**src/rtl/alu_rs_if.sv**
```systemverilog
// Bundle between the RS arbiter, the CDB and the ALU for the ALU reservation station.
// The station connects through the slave modport; the driving environment uses master.
interface alu_rs_if #(
    parameter int WIDTH = 31,
    parameter int ALU   = 3,
    parameter int ROB   = 4,
    parameter int OP    = 3
);
    logic             flush;
    logic [ALU:0]     ALURequests;
    logic [OP:0]      aluOp;
    logic [WIDTH:0]   src1;
    logic [WIDTH:0]   src2;
    logic             ready1;
    logic             ready2;
    logic [ROB:0]     tag1;
    logic [ROB:0]     tag2;
    logic [ROB:0]     destROB;
    logic             cdbValid;
    logic [ROB:0]     cdbTag;
    logic [WIDTH:0]   cdbData;
    logic [ALU:0]     ALUBusyVector;
    logic             ALUFull;
    logic             issueValid;
    logic             issueReady;
    logic [OP:0]      issueOp;
    logic [WIDTH:0]   issueA;
    logic [WIDTH:0]   issueB;
    logic [ROB:0]     issueROB;

    modport slave (
        input  flush, ALURequests, aluOp, src1, src2, ready1, ready2, tag1, tag2, destROB,
        input  cdbValid, cdbTag, cdbData, issueReady,
        output ALUBusyVector, ALUFull, issueValid, issueOp, issueA, issueB, issueROB
    );

    modport master (
        output flush, ALURequests, aluOp, src1, src2, ready1, ready2, tag1, tag2, destROB,
        output cdbValid, cdbTag, cdbData, issueReady,
        input  ALUBusyVector, ALUFull, issueValid, issueOp, issueA, issueB, issueROB
    );
endinterface

```
**src/rtl/alu_reservation_station.sv**
```systemverilog
// ALU reservation station: ALU+1 entries, CDB wakeup, lowest-index select and a
// registered valid/ready issue stage. All outputs come straight from flops.
module alu_reservation_station #(
    parameter int WIDTH = 31,
    parameter int ALU   = 3,
    parameter int ROB   = 4,
    parameter int OP    = 3
) (
    input  logic     clk,
    input  logic     rst_n,
    alu_rs_if.slave  bus
);
    localparam logic [ALU:0] ONE_VEC = {{ALU{1'b0}}, 1'b1};

    logic [ALU:0]   busy_q, busy_d;
    logic [ALU:0]   rdy1_q, rdy1_d;
    logic [ALU:0]   rdy2_q, rdy2_d;
    logic [OP:0]    op_q    [ALU:0];
    logic [OP:0]    op_d    [ALU:0];
    logic [WIDTH:0] val1_q  [ALU:0];
    logic [WIDTH:0] val1_d  [ALU:0];
    logic [WIDTH:0] val2_q  [ALU:0];
    logic [WIDTH:0] val2_d  [ALU:0];
    logic [ROB:0]   tag1_q  [ALU:0];
    logic [ROB:0]   tag1_d  [ALU:0];
    logic [ROB:0]   tag2_q  [ALU:0];
    logic [ROB:0]   tag2_d  [ALU:0];
    logic [ROB:0]   dest_q  [ALU:0];
    logic [ROB:0]   dest_d  [ALU:0];

    logic           iss_valid_q, iss_valid_d;
    logic [OP:0]    iss_op_q, iss_op_d;
    logic [WIDTH:0] iss_a_q, iss_a_d;
    logic [WIDTH:0] iss_b_q, iss_b_d;
    logic [ROB:0]   iss_rob_q, iss_rob_d;

    logic [ALU:0]   elig_s;
    logic [ALU:0]   sel_oh_s;
    logic           one_hot_s;
    logic           wr_en_s;
    logic           load_s;

    // Eligibility, selection and write-legality decode from registered state and inputs
    always_comb begin
        elig_s    = busy_q & rdy1_q & rdy2_q;
        sel_oh_s  = elig_s & (~elig_s + ONE_VEC);
        one_hot_s = (bus.ALURequests != '0) &&
                    ((bus.ALURequests & (bus.ALURequests - ONE_VEC)) == '0);
        wr_en_s   = one_hot_s && ((bus.ALURequests & busy_q) == '0) && !bus.flush;
        load_s    = (!iss_valid_q || bus.issueReady) && (elig_s != '0);
    end

    // Next-state: flush, CDB wakeup, issue load/drain and entry write
    always_comb begin
        busy_d      = busy_q;
        rdy1_d      = rdy1_q;
        rdy2_d      = rdy2_q;
        op_d        = op_q;
        val1_d      = val1_q;
        val2_d      = val2_q;
        tag1_d      = tag1_q;
        tag2_d      = tag2_q;
        dest_d      = dest_q;
        iss_valid_d = iss_valid_q;
        iss_op_d    = iss_op_q;
        iss_a_d     = iss_a_q;
        iss_b_d     = iss_b_q;
        iss_rob_d   = iss_rob_q;

        if (bus.flush) begin
            busy_d      = '0;
            iss_valid_d = 1'b0;
        end else begin
            for (int i = 0; i <= ALU; i++) begin
                if (busy_q[i] && !rdy1_q[i] && bus.cdbValid && (tag1_q[i] == bus.cdbTag)) begin
                    val1_d[i] = bus.cdbData;
                    rdy1_d[i] = 1'b1;
                end else begin
                    val1_d[i] = val1_q[i];
                end
                if (busy_q[i] && !rdy2_q[i] && bus.cdbValid && (tag2_q[i] == bus.cdbTag)) begin
                    val2_d[i] = bus.cdbData;
                    rdy2_d[i] = 1'b1;
                end else begin
                    val2_d[i] = val2_q[i];
                end
            end

            if (load_s) begin
                iss_valid_d = 1'b1;
                for (int i = 0; i <= ALU; i++) begin
                    if (sel_oh_s[i]) begin
                        iss_op_d  = op_q[i];
                        iss_a_d   = val1_q[i];
                        iss_b_d   = val2_q[i];
                        iss_rob_d = dest_q[i];
                        busy_d[i] = 1'b0;
                    end else begin
                        busy_d[i] = busy_q[i];
                    end
                end
            end else if (iss_valid_q && bus.issueReady) begin
                iss_valid_d = 1'b0;
            end else begin
                iss_valid_d = iss_valid_q;
            end

            // The written entry is never busy, so it cannot collide with the issued one
            for (int i = 0; i <= ALU; i++) begin
                if (wr_en_s && bus.ALURequests[i]) begin
                    busy_d[i] = 1'b1;
                    op_d[i]   = bus.aluOp;
                    tag1_d[i] = bus.tag1;
                    tag2_d[i] = bus.tag2;
                    dest_d[i] = bus.destROB;
                    if (!bus.ready1 && bus.cdbValid && (bus.cdbTag == bus.tag1)) begin
                        val1_d[i] = bus.cdbData;
                        rdy1_d[i] = 1'b1;
                    end else begin
                        val1_d[i] = bus.src1;
                        rdy1_d[i] = bus.ready1;
                    end
                    if (!bus.ready2 && bus.cdbValid && (bus.cdbTag == bus.tag2)) begin
                        val2_d[i] = bus.cdbData;
                        rdy2_d[i] = 1'b1;
                    end else begin
                        val2_d[i] = bus.src2;
                        rdy2_d[i] = bus.ready2;
                    end
                end else begin
                    op_d[i] = op_q[i];
                end
            end
        end
    end

    // State registers
    always_ff @(posedge clk or negedge rst_n) begin
        if (!rst_n) begin
            busy_q      <= '0;
            rdy1_q      <= '0;
            rdy2_q      <= '0;
            for (int i = 0; i <= ALU; i++) begin
                op_q[i]   <= '0;
                val1_q[i] <= '0;
                val2_q[i] <= '0;
                tag1_q[i] <= '0;
                tag2_q[i] <= '0;
                dest_q[i] <= '0;
            end
            iss_valid_q <= 1'b0;
            iss_op_q    <= '0;
            iss_a_q     <= '0;
            iss_b_q     <= '0;
            iss_rob_q   <= '0;
        end else begin
            busy_q      <= busy_d;
            rdy1_q      <= rdy1_d;
            rdy2_q      <= rdy2_d;
            op_q        <= op_d;
            val1_q      <= val1_d;
            val2_q      <= val2_d;
            tag1_q      <= tag1_d;
            tag2_q      <= tag2_d;
            dest_q      <= dest_d;
            iss_valid_q <= iss_valid_d;
            iss_op_q    <= iss_op_d;
            iss_a_q     <= iss_a_d;
            iss_b_q     <= iss_b_d;
            iss_rob_q   <= iss_rob_d;
        end
    end

    assign bus.ALUBusyVector = busy_q;
    assign bus.ALUFull       = &busy_q;
    assign bus.issueValid    = iss_valid_q;
    assign bus.issueOp       = iss_op_q;
    assign bus.issueA        = iss_a_q;
    assign bus.issueB        = iss_b_q;
    assign bus.issueROB      = iss_rob_q;
endmodule

```
**src/flat_wrapper.sv**
```systemverilog
// flat-port wrapper written by rule: the top's interface ports become plain ports
module alu_reservation_station_flat 
#(
    parameter int WIDTH = 31,
    parameter int ALU   = 3,
    parameter int ROB   = 4,
    parameter int OP    = 3
)
  (clk, rst_n, bus_flush, bus_ALURequests, bus_aluOp, bus_src1, bus_src2, bus_ready1, bus_ready2, bus_tag1, bus_tag2, bus_destROB, bus_cdbValid, bus_cdbTag, bus_cdbData, bus_issueReady, bus_ALUBusyVector, bus_ALUFull, bus_issueValid, bus_issueOp, bus_issueA, bus_issueB, bus_issueROB);
  alu_rs_if #(.WIDTH(WIDTH), .ALU(ALU), .ROB(ROB), .OP(OP)) bus_i ();
  input  logic clk;
  input  logic rst_n;
  input wire logic [$bits(bus_i.flush)-1:0] bus_flush;
  input wire logic [$bits(bus_i.ALURequests)-1:0] bus_ALURequests;
  input wire logic [$bits(bus_i.aluOp)-1:0] bus_aluOp;
  input wire logic [$bits(bus_i.src1)-1:0] bus_src1;
  input wire logic [$bits(bus_i.src2)-1:0] bus_src2;
  input wire logic [$bits(bus_i.ready1)-1:0] bus_ready1;
  input wire logic [$bits(bus_i.ready2)-1:0] bus_ready2;
  input wire logic [$bits(bus_i.tag1)-1:0] bus_tag1;
  input wire logic [$bits(bus_i.tag2)-1:0] bus_tag2;
  input wire logic [$bits(bus_i.destROB)-1:0] bus_destROB;
  input wire logic [$bits(bus_i.cdbValid)-1:0] bus_cdbValid;
  input wire logic [$bits(bus_i.cdbTag)-1:0] bus_cdbTag;
  input wire logic [$bits(bus_i.cdbData)-1:0] bus_cdbData;
  input wire logic [$bits(bus_i.issueReady)-1:0] bus_issueReady;
  output wire logic [$bits(bus_i.ALUBusyVector)-1:0] bus_ALUBusyVector;
  output wire logic [$bits(bus_i.ALUFull)-1:0] bus_ALUFull;
  output wire logic [$bits(bus_i.issueValid)-1:0] bus_issueValid;
  output wire logic [$bits(bus_i.issueOp)-1:0] bus_issueOp;
  output wire logic [$bits(bus_i.issueA)-1:0] bus_issueA;
  output wire logic [$bits(bus_i.issueB)-1:0] bus_issueB;
  output wire logic [$bits(bus_i.issueROB)-1:0] bus_issueROB;
  assign bus_i.flush = bus_flush;
  assign bus_i.ALURequests = bus_ALURequests;
  assign bus_i.aluOp = bus_aluOp;
  assign bus_i.src1 = bus_src1;
  assign bus_i.src2 = bus_src2;
  assign bus_i.ready1 = bus_ready1;
  assign bus_i.ready2 = bus_ready2;
  assign bus_i.tag1 = bus_tag1;
  assign bus_i.tag2 = bus_tag2;
  assign bus_i.destROB = bus_destROB;
  assign bus_i.cdbValid = bus_cdbValid;
  assign bus_i.cdbTag = bus_cdbTag;
  assign bus_i.cdbData = bus_cdbData;
  assign bus_i.issueReady = bus_issueReady;
  assign bus_ALUBusyVector = bus_i.ALUBusyVector;
  assign bus_ALUFull = bus_i.ALUFull;
  assign bus_issueValid = bus_i.issueValid;
  assign bus_issueOp = bus_i.issueOp;
  assign bus_issueA = bus_i.issueA;
  assign bus_issueB = bus_i.issueB;
  assign bus_issueROB = bus_i.issueROB;
  alu_reservation_station #(.WIDTH(WIDTH), .ALU(ALU), .ROB(ROB), .OP(OP)) u_core (.clk(clk), .rst_n(rst_n), .bus(bus_i));
endmodule
```
**config.mk**
```make
export PLATFORM = sky130hd
export DESIGN_NAME = alu_reservation_station_flat
export DESIGN_NICKNAME = d
export VERILOG_FILES = /design/src/rtl/alu_rs_if.sv /design/src/rtl/alu_reservation_station.sv /design/src/flat_wrapper.sv
export SDC_FILE = /design/constraint.sdc
export NUM_CORES = 1
export LEC_CHECK = 0
export CAP_MARGIN = 20
export CORE_MARGIN = 10
export CORE_UTILIZATION = 30
export DETAILED_ROUTE_END_ITERATION = 12
export PLACE_DENSITY = 0.57
export SYNTH_ARGS = -nofsm -noshare
export SYNTH_HDL_FRONTEND = slang
export SYNTH_SLANG_ARGS = --single-unit
```
**constraint.sdc**
```tcl
create_clock -name clk -period 2.05 [get_ports clk]
set_input_delay 0.205 -clock clk [delete_from_list [all_inputs] [get_ports clk]]
set_output_delay 0.205 -clock clk [all_outputs]
set_load 0.02 [all_outputs]
```
==> flow_metrics.py <==
metrics = {
    "synth": {
        "async_flop_share_pct": 100,
        "synth-main-ff-cell": "dfrtp_1",
        "synth.avg_cell_area_um2": 9.89,
        "seq_area_frac_synth_pct": 50.9,
        "synth_edf_count": 0,
        "synth_top_area_share_pct": 50.9,
        "synthDistinctLibCells": 54,
        "yosys-top-cells-area": "dfrtp_1, o221a_2, nand2_1",
        "yosys-top-cells-count": "dfrtp_1, nand2_1, clkbuf_1, nand3_1, o221a_2",
        "netlist_area_um2": 20500,
        "syn_nets": 2207,
        "ys_ff_latch": 418,
        "syn_inst": 2076,
        "yosysTopAreaCell": "dfrtp_1",
        "synthMostInstantiatedCell": "dfrtp_1",
        "yosysWarnings": 0,
    },
    "clock_tree": {
        "cts_htree_levels": 2,
        "clkSlewWorstSetupHoldPaths_ns": 0.06,
        "numClockSinks": 418,
        "cts-buffers-inserted": 47,
        "clockBufferDepth": 3,
        "cts_tree": "yes",
        "clk_latency_ns": 0.61,
        "cts_root_buf": "clkbuf_16",
    },
    "sta": {
        "min_period_ns": 2.13,
        "fmax_mhz": 469,
        "rsz0062_at_grt": "true",
        "setup_tns_ns": -2.93,
        "tightest_slew_ns": 0.655,
        "hold_viol_final": 0,
        "fin_skew_ns": 0.0346,
        "setup_viol": 114,
        "slew_violations": 0,
        "fin_crit_sh_pct": 104,
        "fin_ws_ns": -0.0809,
        "slew_headroom_pct": 56.2,
    },
    "placement": {
        "place_congestion": 0.842,
        "preCtsSetupSlack_ns": -0.605,
        "hpwl_um": 51800,
        "place_area_um2": 24900,
        "dp_cells": 3103,
        "port_buffers": 209,
    },
    "run": {
        "maxCapViolCount": 0,
    },
    "global_routing": {
        "grt_pass1_vias": 19100,
        "grt_max_degree": 106,
        "grt_use_total_pct": 20.2,
        "grt_pass1_wl_um": 123000,
        "antenna_found_initial": 8,
        "overflow": 0,
    },
    "final_layout": {
        "nNetsFinal": 2478,
        "area_delta_synth_final_pct": 39.3,
        "drive_above_1_share_pct": 20.9,
        "final_util_pct": 42.4,
        "stdcell_count": 3261,
        "fin_area_um2": 28600,
    },
    "worst_setup_path": {
        "crit_fanout": 8,
        "reg2reg_from": "u_core.tag2_q[0]",
        "critical_path_class": "flip-flop to flip-flop",
        "critPathLaunchType": "flip-flop",
        "worst_r2r_path_depth": 7,
        "crit_start": "u_core.tag2_q[0]",
        "worstPathRequired_ns": 2.59,
        "ff2ff_setup_slack_ns": -0.08,
        "timing.rr.end": "u_core.val2_q[31]",
        "cp-endpoint": "u_core.val2_q[31]",
        "arrival_ns": 2.67,
        "end_kind": "flip-flop",
    },
    "outcome": {
        "status": "complete, but fails checks",
        "violations": "setup timing",
    },
    "floorplanning": {
        "die_x_um": 282,
        "dieArea_um2": 79300,
        "initial_core_util_pct": 30.4,
        "fp.dieH_um": 282,
        "core_area_um2": 67500,
        "rows": 95,
        "io_pins": 210,
    },
    "detailed_routing": {
        "wl_per_cell_um": 27.4,
        "via_count": 19300,
        "dr.first_iter.drc_count": 2223,
        "viasPerCell": 5.90,
        "drt-pass1-iter-count": 6,
        "totalWireLength_um": 89300,
        "drt.antenna.violating_nets": 0,
        "drc": 0,
    },
    "power_and_ir_drop": {
        "vdd_drop_max_mv": 0.606,
        "powerDensity_nw_per_um2": 1040,
        "p_leak_nw": 12.2,
    },
    "min_path": {
        "hold_path_class": "input port to async pin",
    },
}
metal layers:
metal | GRT usage, % | vias to the layer above | share of wire [%]
met5 | 0 | - | 0.097
met1 | 26.2 | 9762 | 40
met4 | 8.09 | 12 | 4.5
li1 | - | 8240 | -
met2 | 32.6 | 995 | 47
met3 | 4.20 | 246 | 8.3
worst max-delay path, stage by stage, from the launching register on:
cell and delay (ns):
dfrtp_1 0.40, xor2_2 0.16, or4_4 0.53, nor4_4 0.16, buf_4 0.18, or2_4 0.23
clkbuf_16 0.22, o221a_4 0.20
placed cells by master (no fill, tap or decap), types with 72 or more instances in the layout:
| master | n |
|---|---|
| a21o_1 | 73 |
| a21oi_1 | 77 |
| a31oi_1 | 73 |
| buf_4 | 105 |
| clkbuf_16 | 72 |
| clkdlybuf4s50_1 | 204 |
| dfrtp_1 | 414 |
| nand2_1 | 249 |
| nand3_1 | 129 |
| nor2_1 | 78 |
| o22ai_1 | 73 |
registers in the layout (all words and copies together), names as in the netlist, 4 cells and up:
register	count
u_core.rdy1_q	4
u_core.bus.issueROB	5
u_core.bus.issueA	32
u_core.bus.ALUBusyVector	4
u_core.dest_q	20
u_core.tag2_q	20
u_core.val1_q	128
u_core.val2_q	128
u_core.op_q	16
u_core.rdy2_q	4
u_core.tag1_q	20
u_core.bus.issueOp	4
u_core.bus.issueB	32
worst min-delay path by stage:
stage / end / slack (ns) / depth (start not counted)
after global routing: u_core.val1_q[102] / 0.13 / 2
after CTS: u_core.val1_q[63] / 0.10 / 2
after floorplan: u_core.bus.ALUBusyVector[0] / -0.09 / 0
after detailed placement: u_core.bus.issueA[6] / 0.11 / 1
after global placement: u_core.val1_q[102] / 0.11 / 1
final: u_core.val1_q[104] / 0.1 / 2
kinds of logic (layout without fill, tap and decap cells):
family	after synthesis	after routing	share of synthesized area (%)
simple gates	625	631	14.6
buf+inv	288	591	6.00
compound gates	676	676	25.2
mux	19	19	1.04
flops	418	418	50.9
other cells	0	3	0
xor+xnor	50	50	2.13
final cells by class:
| cell class | instances | area, um^2 |
|---|---|---|
| multi-input cells | 1376 | 9820 |
| flip-flops and latches | 418 | 10500 |
| clock buffers | 69 | 1360 |
| repair buffers | 443 | 5380 |
| diodes | 3 | 7.51 |
| fillers | 6322 | 38900 |
| clock inverters | 18 | 240 |
| inverters | 61 | 229 |
| well taps | 873 | 1090 |
power by group:
part           switching, mW  internal, mW
combinational           3.96          4.42
clock                   3.66          5.23
sequential              1.79          10.7
total                   9.41          20.4
timing repair:
| action | CTS | global route |
|---|---|---|
| hold buffers | 1 | 0 |
| gates cloned | 8 | 35 |
| buffers inserted | 10 | 14 |
| resized for setup | 39 | 148 |
| pin swaps | 20 | 81 |
| hold endpoints to repair | 374 | 0 |
| setup endpoints to repair | 299 | 319 |
stage by stage:
stage          total power, mW  hold slack [ns]
3_3_place_gp              20.1            0.110
6_report                  29.8           0.0985
2_1_floorplan             16.6          -0.0906
5_1_grt                   31.1            0.130
4_1_cts                   29.4            0.104
3_5_place_dp              20.4            0.110
Note: power is estimated with default switching activity, not from simulation.
==> patch (same settings) <==
`OP` is set to 3 in 3 places; all go to 2.
--- a/src/rtl/alu_rs_if.sv
+++ b/src/rtl/alu_rs_if.sv
@@ -5,5 +5,5 @@
     parameter int ALU   = 3,
     parameter int ROB   = 4,
-    parameter int OP    = 3
+    parameter int OP    = 2
 );
     logic             flush;
--- a/src/rtl/alu_reservation_station.sv
+++ b/src/rtl/alu_reservation_station.sv
@@ -5,5 +5,5 @@
     parameter int ALU   = 3,
     parameter int ROB   = 4,
-    parameter int OP    = 3
+    parameter int OP    = 2
 ) (
     input  logic     clk,
--- a/src/flat_wrapper.sv
+++ b/src/flat_wrapper.sv
@@ -5,5 +5,5 @@
     parameter int ALU   = 3,
     parameter int ROB   = 4,
-    parameter int OP    = 3
+    parameter int OP    = 2
 )
   (clk, rst_n, bus_flush, bus_ALURequests, bus_aluOp, bus_src1, bus_src2, bus_ready1, bus_ready2, bus_tag1, bus_tag2, bus_destROB, bus_cdbValid, bus_cdbTag, bus_cdbData, bus_issueReady, bus_ALUBusyVector, bus_ALUFull, bus_issueValid, bus_issueOp, bus_issueA, bus_issueB, bus_issueROB);
Ports: changed (resized bus_aluOp and bus_issueOp); port bits go from 210 to 208. No check against the original RTL was run, so the function may have changed too.
==> patch against the unedited design <==
The flow still finishes with violations (setup timing). Worst setup slack worse by 0.055 ns. Cell count shrank 3.2%. Design area rose by 3.3%. Non-clock buffer count up 31. Die area is 0.83% lower. Synthesized area is 0.90% lower. Worst hold slack better by 0.081 ns. Wire length rose by 2.2%. Power up 0.55%. Sequential cell count down 5. Largest power group unchanged.
==> patch: results (changes against the unedited design) <==
[run_status]
outcome = finished, violations left
violations = setup timing

[placed_design]
placement.io_buffers = 207  ; -0.96%
dpl_cell_area_sq_um = 24700  ; -0.63%
dpl.cell_count = 2971  ; -4.3%
place_congestion = 0.889  ; +5.6%
pre_cts_slack_ns = -0.909  ; -0.304 ns
dpl.hpwl_mm = 52.1  ; +0.73%

[global_route]
met2_usage_pct = 33.4  ; +0.83 points
gr-usage-met1_pct = 28.4  ; +2.2 points
track_usage_pct = 21.3  ; +1.1 points
use_met3_pct = 5.40  ; +1.2 points
antenna_found_initial = 19  ; +11
grt_pass1_wl_mm = 128  ; +3.7%
grt_max_degree = 64  ; -40%

[drt]
met3_length_mm = 8.82  ; +20%
drt-met1-wl_mm = 38.0  ; +5.7%
via_count = 18914  ; -1.8%
drc = 0  ; unchanged
drtIter0Drc = 2089  ; -6.0%
dr_wl_met2_mm = 41.6  ; -0.71%
wl_per_cell_um = 28.9  ; +5.6%

[timing]
slew_headroom_pct = 48.3  ; -7.9 points
fin_ws_ns = -0.136  ; -0.0555 ns
setup_violations = 290  ; +150%
setup-tns-final_ns = -24.91  ; -21.98 ns

[finish]
fin_nets = 2377  ; -4.1%
drive_gt1_share_pct = 26.5  ; +5.6 points
fillers = 6038  ; -4.5%
post-route-util_pct = 44.0  ; +1.6 points
stdcell_count = 3157  ; -3.2%

[critical_path]
cpPeakStageDelay_ns = 0.46  ; -0.07 ns
cp_top_family = compound AO/OA/AOI/OAI gates
crit_fanout = 7  ; -1
cp_slowest_cell = dfrtp_2

[synth]
synth.area.mux_share_pct = 1.99  ; +0.95 points
syn_inst = 1946  ; -6.3%
syn_nets = 2076  ; -5.9%
ys_top_cells_by_area = dfrtp_1 (51%), o221a_2 (5.2%), and3_1 (4.0%)
yosysSeqAreaShare_pct = 50.8  ; -0.15 points
synth.distinct_cells = 53  ; -1.9%
synth_compound_area_share_pct = 26.2  ; +0.99 points
yosys.area_share.xor_xnor_pct = 2.15  ; +0.019 points
synthTopCellsByCount = dfrtp_1 (413), nand2_1 (188), and3_1 (131), clkbuf_1 (125), or3_1 (97)

[pwr]
max-vdd-ir-drop_uv = 804  ; +33%
p_switching_mw = 9.49  ; +0.75%
leakage_nw = 12.9  ; +5.6%

[worst_hold_path]
min_path_type = in2async

[patch: changes by cell type in the layout (fill, tap and decap cells not counted), sizes merged, moves of 59 or more]
| cell | unedited run | this run |
|---|---|---|
| a211o | 0 | 59 |
| and3 | 65 | 131 |
| nand2 | 255 | 188 |
| nand3 | 133 | 5 |
| o211ai | 59 | 0 |
| o21a | 32 | 93 |
| o21ai | 78 | 15 |
[patch: power by group through the flow]
stage / Sequential, mW / Combinational, mW / Clock, mW
detailed placement: 12.2 / 8.07 / 0
finish: 12.3 / 9.14 / 8.47
global route: 12.6 / 9.77 / 8.88
CTS: 12.2 / 8.47 / 8.56
global placement: 12.1 / 7.87 / 0
floorplan: 12.6 / 3.79 / 0
[patch: cell type report]
type                       count  area [sq um]  share of cell area, %
inverter                       4          22.5                 0.0762
timing repair buffer         474          5970                   20.2
clock buffer                  67          1310                   4.44
tap                          873          1090                   3.70
multi-input combinational   1307         10600                   36.0
clock inverter                13           164                  0.555
antenna                        6          15.0                 0.0508
sequential                   413         10300                   35.0
[patch: timing repair]
action / CTS / global route
pin swaps: 89 / 134
setup buffers: 34 / 26
gates cloned: 26 / 24
hold buffers: 1 / 0
setup endpoints to repair: 312 / 374
resized for setup: 132 / 194
hold endpoints to repair: 47 / 0
[patch: cells by family after synthesis]
logic type      count (synthesis)
flops                         413
mux                            36
simple gates                  547
xor+xnor                       50
compound gates                670
buf+inv                       230
[patch: worst paths after layout]
kind / from / to / cells past startpoint
max in group asynchronous: rst_n / u_core.rdy2_q[1] / 3
min in group clk: bus_destROB[2] / u_core.dest_q[17] / 3
max reg2reg: u_core.bus.ALUBusyVector[3] / u_core.val2_q[69] / 8
min reg2reg: u_core.op_q[10] / u_core.op_q[10] / 2
min: rst_n / u_core.op_q[9] / 2
max: u_core.bus.ALUBusyVector[3] / u_core.val2_q[69] / 8
